==> src/rtl/key_pio_pkg.sv <==
// Register map and FSM state encoding shared by the key PIO servicer and anything else
// that talks to the edge-capture key PIO.
package key_pio_pkg;

    localparam logic [1:0] KEY_DATA = 2'd0;
    localparam logic [1:0] KEY_MASK = 2'd2;
    localparam logic [1:0] KEY_EDGE = 2'd3;

    typedef enum logic [2:0] {
        S_MASK,
        S_IDLE,
        S_CAP_A,
        S_CAP_W,
        S_CLR,
        S_LVL_A,
        S_LVL_W,
        S_EMIT
    } key_state_t;

endpackage

==> src/rtl/key_irq_servicer.sv <==
// Autonomous Avalon-MM master for the edge-capture key PIO: programs the irq mask, then on irq
// reads/clears edge_capture and samples the level, emitting {edges, level} on a valid/ready stream.
module key_irq_servicer
    import key_pio_pkg::*;
#(
    parameter int               WIDTH     = 2,
    parameter logic [WIDTH-1:0] INIT_MASK = 2'b11
) (
    input  logic             clk,
    input  logic             reset,
    input  logic             irq,
    input  logic [31:0]      avm_readdata,
    output logic [1:0]       avm_address,
    output logic             avm_chipselect,
    output logic             avm_write_n,
    output logic [31:0]      avm_writedata,
    input  logic [WIDTH-1:0] cfg_mask,
    input  logic             cfg_mask_load,
    output logic             evt_valid,
    input  logic             evt_ready,
    output logic [WIDTH-1:0] evt_edges,
    output logic [WIDTH-1:0] evt_level,
    output logic             busy
);

    key_state_t       state, state_nxt;
    logic [WIDTH-1:0] mask_reg;
    logic             mask_pend;
    logic [WIDTH-1:0] cap;
    logic [WIDTH-1:0] lvl;
    logic [WIDTH-1:0] rd_bits;
    logic             unused_rdata;

    assign rd_bits      = avm_readdata[WIDTH-1:0];
    assign unused_rdata = ^avm_readdata[31:WIDTH];

    assign evt_edges = cap;
    assign evt_level = lvl;
    assign busy      = (state != S_IDLE);

    always_ff @(posedge clk) begin
        if (reset) begin
            state     <= S_MASK;
            mask_reg  <= INIT_MASK;
            mask_pend <= 1'b0;
            cap       <= '0;
            lvl       <= '0;
        end else begin
            state <= state_nxt;
            if (state == S_CAP_W) cap <= rd_bits;
            if (state == S_LVL_W) lvl <= rd_bits;
            // A load landing in the S_MASK cycle must survive so the newer mask gets written too.
            if (cfg_mask_load) begin
                mask_reg  <= cfg_mask;
                mask_pend <= 1'b1;
            end else if (state == S_MASK) begin
                mask_pend <= 1'b0;
            end
        end
    end

    always_comb begin
        state_nxt      = state;
        avm_chipselect = 1'b0;
        avm_write_n    = 1'b1;
        avm_address    = KEY_DATA;
        avm_writedata  = '0;
        evt_valid      = 1'b0;
        case (state)
            S_MASK: begin
                avm_chipselect = 1'b1;
                avm_write_n    = 1'b0;
                avm_address    = KEY_MASK;
                avm_writedata  = {{(32-WIDTH){1'b0}}, mask_reg};
                state_nxt      = S_IDLE;
            end
            S_IDLE: begin
                if (mask_pend)  state_nxt = S_MASK;
                else if (irq)   state_nxt = S_CAP_A;
            end
            S_CAP_A: begin
                avm_chipselect = 1'b1;
                avm_address    = KEY_EDGE;
                state_nxt      = S_CAP_W;
            end
            S_CAP_W: begin
                avm_chipselect = 1'b1;
                avm_address    = KEY_EDGE;
                // Empty capture: irq dropped or got masked between request and read.
                state_nxt      = (rd_bits == '0) ? S_IDLE : S_CLR;
            end
            S_CLR: begin
                avm_chipselect = 1'b1;
                avm_write_n    = 1'b0;
                avm_address    = KEY_EDGE;
                avm_writedata  = {{(32-WIDTH){1'b0}}, cap};
                state_nxt      = S_LVL_A;
            end
            S_LVL_A: begin
                avm_chipselect = 1'b1;
                avm_address    = KEY_DATA;
                state_nxt      = S_LVL_W;
            end
            S_LVL_W: begin
                avm_chipselect = 1'b1;
                avm_address    = KEY_DATA;
                state_nxt      = S_EMIT;
            end
            S_EMIT: begin
                evt_valid = 1'b1;
                if (evt_ready) state_nxt = S_IDLE;
            end
            default: state_nxt = S_MASK;
        endcase
        // Reset abandons any access immediately, including the cycle it is asserted in.
        if (reset) begin
            avm_chipselect = 1'b0;
            avm_write_n    = 1'b1;
            avm_address    = KEY_DATA;
            avm_writedata  = '0;
            evt_valid      = 1'b0;
        end
    end

endmodule

==> config.mk <==
export PLATFORM = sky130hd
export DESIGN_NAME = key_irq_servicer
export DESIGN_NICKNAME = d
export VERILOG_FILES = /design/src/rtl/key_pio_pkg.sv /design/src/rtl/key_irq_servicer.sv
export SDC_FILE = /design/constraint.sdc
export NUM_CORES = 1
export LEC_CHECK = 0
export ABC_AREA = 0
export CAP_MARGIN = 40
export CELL_PAD_IN_SITES_DETAIL_PLACEMENT = 1
export CELL_PAD_IN_SITES_GLOBAL_PLACEMENT = 2
export CORE_UTILIZATION = 12
export DETAILED_ROUTE_END_ITERATION = 6
export PLACE_DENSITY_LB_ADDON = 0.2
export RECOVER_POWER = 25
export SETUP_SLACK_MARGIN = 0.5
export SKIP_LAST_GASP = 1
export SLEW_MARGIN = 25
export SYNTH_ARGS = -nofsm -noshare
export SYNTH_HDL_FRONTEND = slang
export SYNTH_SLANG_ARGS = --single-unit
==> constraint.sdc <==
create_clock -name clk -period 1.48 [get_ports clk]
set_input_delay 0.296 -clock clk [delete_from_list [all_inputs] [get_ports clk]]
set_output_delay 0.296 -clock clk [all_outputs]
set_load 0.01 [all_outputs]
== After elaboration in Yosys (flattened, before gate mapping) ==
Cells that the tools add are included.

* Output and inout port bits: 42
* Bits in registers: 10
* Logic and storage cells: 39
* Input port bits: 39

* Equality and inequality tests: 10
* Mux-type cells: 17
* Reduce and logical (&&, ||, !) cells: 7

{| class="wikitable"
|+ Operators by type and width
! cell !! count
|-
| 2-to-1 mux 32 bit || 1
|-
| one-hot mux 3 bit (8 select lines) || 1
|-
| equality test 3 bit (second input constant) || 4
|-
| 2-to-1 mux 3 bit || 4
|-
| 2-to-1 mux 1 bit || 8
|-
| one-hot mux 2 bit (2 select lines) || 2
|-
| equality test 3 x 2 -> 1 bit (second input constant) || 2
|-
| OR reduction 6 bit || 1
|-
| equality test 3 x 1 -> 1 bit (second input constant) || 1
|-
| zero test 3 bit || 1
|-
| != test 3 x 1 -> 1 bit (second input constant) || 1
|-
| != test 3 bit (second input constant) || 1
|-
| OR reduction 3 bit || 1
|-
| zero test 2 bit || 1
|-
| 2-to-1 mux 2 bit || 1
|-
| != test 2 bit (second input constant) || 1
|-
| AND reduction 2 bit || 1
|-
| nonzero test 2 bit || 1
|-
| OR reduction 2 bit || 1
|}

== Longest topological paths before layout ==
* Depth in word-level cells: 4
* Depth in mapped cells: 4

== Worst setup path before layout ==
Ideal clock, no wire load.

* Path type: reg-to-output
* Start point: reg state[0]
* End point: out avm_writedata[0]
* Buffers on the path: 1
* Setup slack: 0.086 ns
* Data arrival time: 1.098 ns
* Stages on the path, launching flop included: 4
* Cells stage by stage: dfxtp_1 > buf_2 > or3_1 > nor2_1

* Longest elaborated chain between the ends: 3
* Elaborated cells between the ends (all ways): 4

{| class="wikitable"
|+ RTL lines
! element !! line !! text
|-
| start, declared || key_irq_servicer.sv:26 || <nowiki>key_state_t state, state_nxt;</nowiki>
|-
| start signal, assigned || key_irq_servicer.sv:49 || <nowiki>state <= state_nxt;</nowiki>
|-
| equality test 3 bit or zero test 3 bit (tied branches) || key_irq_servicer.sv:69 || <nowiki>case (state)</nowiki>
|-
| one-hot mux 2 bit (2 select lines) (*) || key_irq_servicer.sv:69 ||
|-
| 2-to-1 mux 32 bit (*) || key_irq_servicer.sv:116 || <nowiki>if (reset) begin</nowiki>
|-
| end, declared || key_irq_servicer.sv:16 || <nowiki>output logic [31:0] avm_writedata,</nowiki>
|}

Mark *: on every way between the ends. The rest lies on a longest branch, timed or not.

== Worst setup path after layout ==
* Start point: reg state[0]
* End point: out avm_writedata[1]

Same word-level chain as after synthesis.

==> out/metrics.cfg <==
[floorplanning]
die_w_um=80.2
core_region_area_mm2=0.00592
num_rows=28
fp.dieH_um=80.2
die_area_mm2=0.00643
initial_utilization=0.124
io_pins=81

[synth]
syn_avg_cell_area_um2=8.15
yosys_warnings=0
synth_area_leaders=buf_4 (32%), dfxtp_1 (27%), mux2i_1 (9.6%)
ys_ff_latch=10
synth_top_area_frac=0.317
netlist_area_um2=733
syn_inst=90
yosys.area.top_type=buf_4
synth.distinct_cells=25
ys_seq_area_frac=0.273

[placed_design]
gp_congestion=0.703
placedCellCount=189
io_buffer_count=20
post-place-ws_ns=-0.613
placed_cell_area_um2=993
dpl.hpwl_um=1360

[grt]
grt_max_degree=15
grt_usage=0.0575
grt_pass1_wl_um=2790
grt_overflow_total=0
grt_pass1_vias=562
antenna_found_initial=0

[critical_path]
start_kind=register
critPathKind=register to primary output
cp.arrival_ns=1.19
end_kind=primary output
worst_ep_required_time_ns=1.18
cp_max_fo=6

[final_layout]
final_util=0.190
top_register=state
drive_above_1_share=0.390
diodes=0
finalNetCount=164
largest_reg_flops=3
fill_cells=714
fin_area_mm2=0.00112
final_common_cell=conb_1
area_growth_pct=53.4
final_cells=198
final_cell_mix=conb_1 (30), buf_6 (15), nor2_1 (8)
seq_area_um2=211
multi_input_area_um2=449

[timing]
worst_slack_ns=-0.00951
min_period_over_period=1.01
finalSetupViolCount=1
period_minus_slack_ns=1.49
hold_viol_final=0
rsz0062_at_grt=true
clock_skew_ns=0.00381
hold_slack_ns=0.514
drv_slew=0
final.setup.tns_ns=-0.00951
clock.fmax_mhz=671

[clocking]
clk_pin_slew_worst_paths_ns=0.05
cts_num_sinks=10
insertion_delay_ns=0.23
tritoncts=built
clock-root-buffer=clkbuf_8
cts.htree.levels=1
cts_max_path_buffers=2
cts_buffers=3

[power]
p_total_mw=0.849
power.density_mw_per_mm2=755
vdd_drop_max_uv=324
p_leak_nw=0.516

[drt]
dr.pass1.iters=4
routed-via-count=629
drcViolationCount=0
avgViaCountPerCell=3.18
wire_per_inst_um=9.17
finalWirelength_um=1820
drt_iter0_drc=10
antenna_left=0

[flow_run]
maxCapViolCount=0

[status]
status=complete, but fails checks
violations=negative setup slack

[worst_hold_path]
hold_class=register to register

## what timing repair did
action	4_1_cts	5_1_grt
setup buffers	3	3
setup endpoints to repair	22	19
hold buffers	0	0
pin swaps	8	5
resized for setup	70	11
## power by group
part           leakage, nW  internal [mW]  switching, mW
registers           0.0847          0.285         0.0165
logic                0.409          0.136          0.132
clock network       0.0216          0.178          0.102
total                0.516          0.599          0.250
## per-layer routing
layer / GRT usage / routed length [um]
met5: 0 / 0
met4: 0.0161 / 18
met3: 0.0216 / 107
met2: 0.0915 / 866
met1: 0.0720 / 824
## kinds of logic (layout without fill, tap and decap cells)
| kind of cell | after synthesis | in the layout | share of synthesized area |
|---|---|---|---|
| other cells | 1 | 30 | 0.00511 |
| xor+xnor | 1 | 1 | 0.0119 |
| simple gates | 26 | 26 | 0.179 |
| buf+inv | 35 | 39 | 0.341 |
| flops | 10 | 10 | 0.273 |
| compound gates | 10 | 10 | 0.0939 |
| mux | 7 | 7 | 0.0956 |
## final timing paths
kind | from | slack (ns) | to | depth (start not counted)
worst min-delay path | evt_level[0] | 0.51 | evt_level[0] | 2
worst max-delay path | state[0] | -0.01 | avm_writedata[1] | 3
worst min register to register | evt_level[0] | 0.51 | evt_level[0] | 2
worst max register to register | state[1] | 0.10 | state[1] | 5
## Yosys cell counts
| cell | count |
|---|---|
| nor2b_1 | 3 |
| buf_4 | 31 |
| nand2_1 | 2 |
| inv_1 | 1 |
| a31oi_1 | 1 |
| buf_2 | 2 |
| or3_1 | 2 |
| a2bb2oi_1 | 1 |
| a211oi_1 | 1 |
| nand2b_1 | 1 |
| dfxtp_1 | 10 |
| nand3_1 | 1 |
| mux2i_1 | 7 |
| or4_1 | 1 |
| a22o_1 | 1 |
| nor3_1 | 1 |
| conb_1 | 1 |
| a211o_1 | 2 |
| nand3b_1 | 2 |
| o21ai_0 | 1 |
| xnor2_1 | 1 |
| or3b_1 | 1 |
| clkbuf_1 | 1 |
| a21oi_1 | 3 |
| nor2_1 | 12 |
## layout make-up
cell class | count | area share
clock buffer | 3 | 0.0367
inverter | 1 | 0.00334
multi-input combinational | 74 | 0.399
tap | 75 | 0.0834
timing repair buffer | 35 | 0.289
sequential | 10 | 0.188
## worst max-delay path, cell delays in order (launching register included)
cell and delay, ns:
dfxtp_4 0.36, or3_4 0.38, nor2_4 0.11, buf_6 0.10
Note: power is estimated with default switching activity, not from simulation.
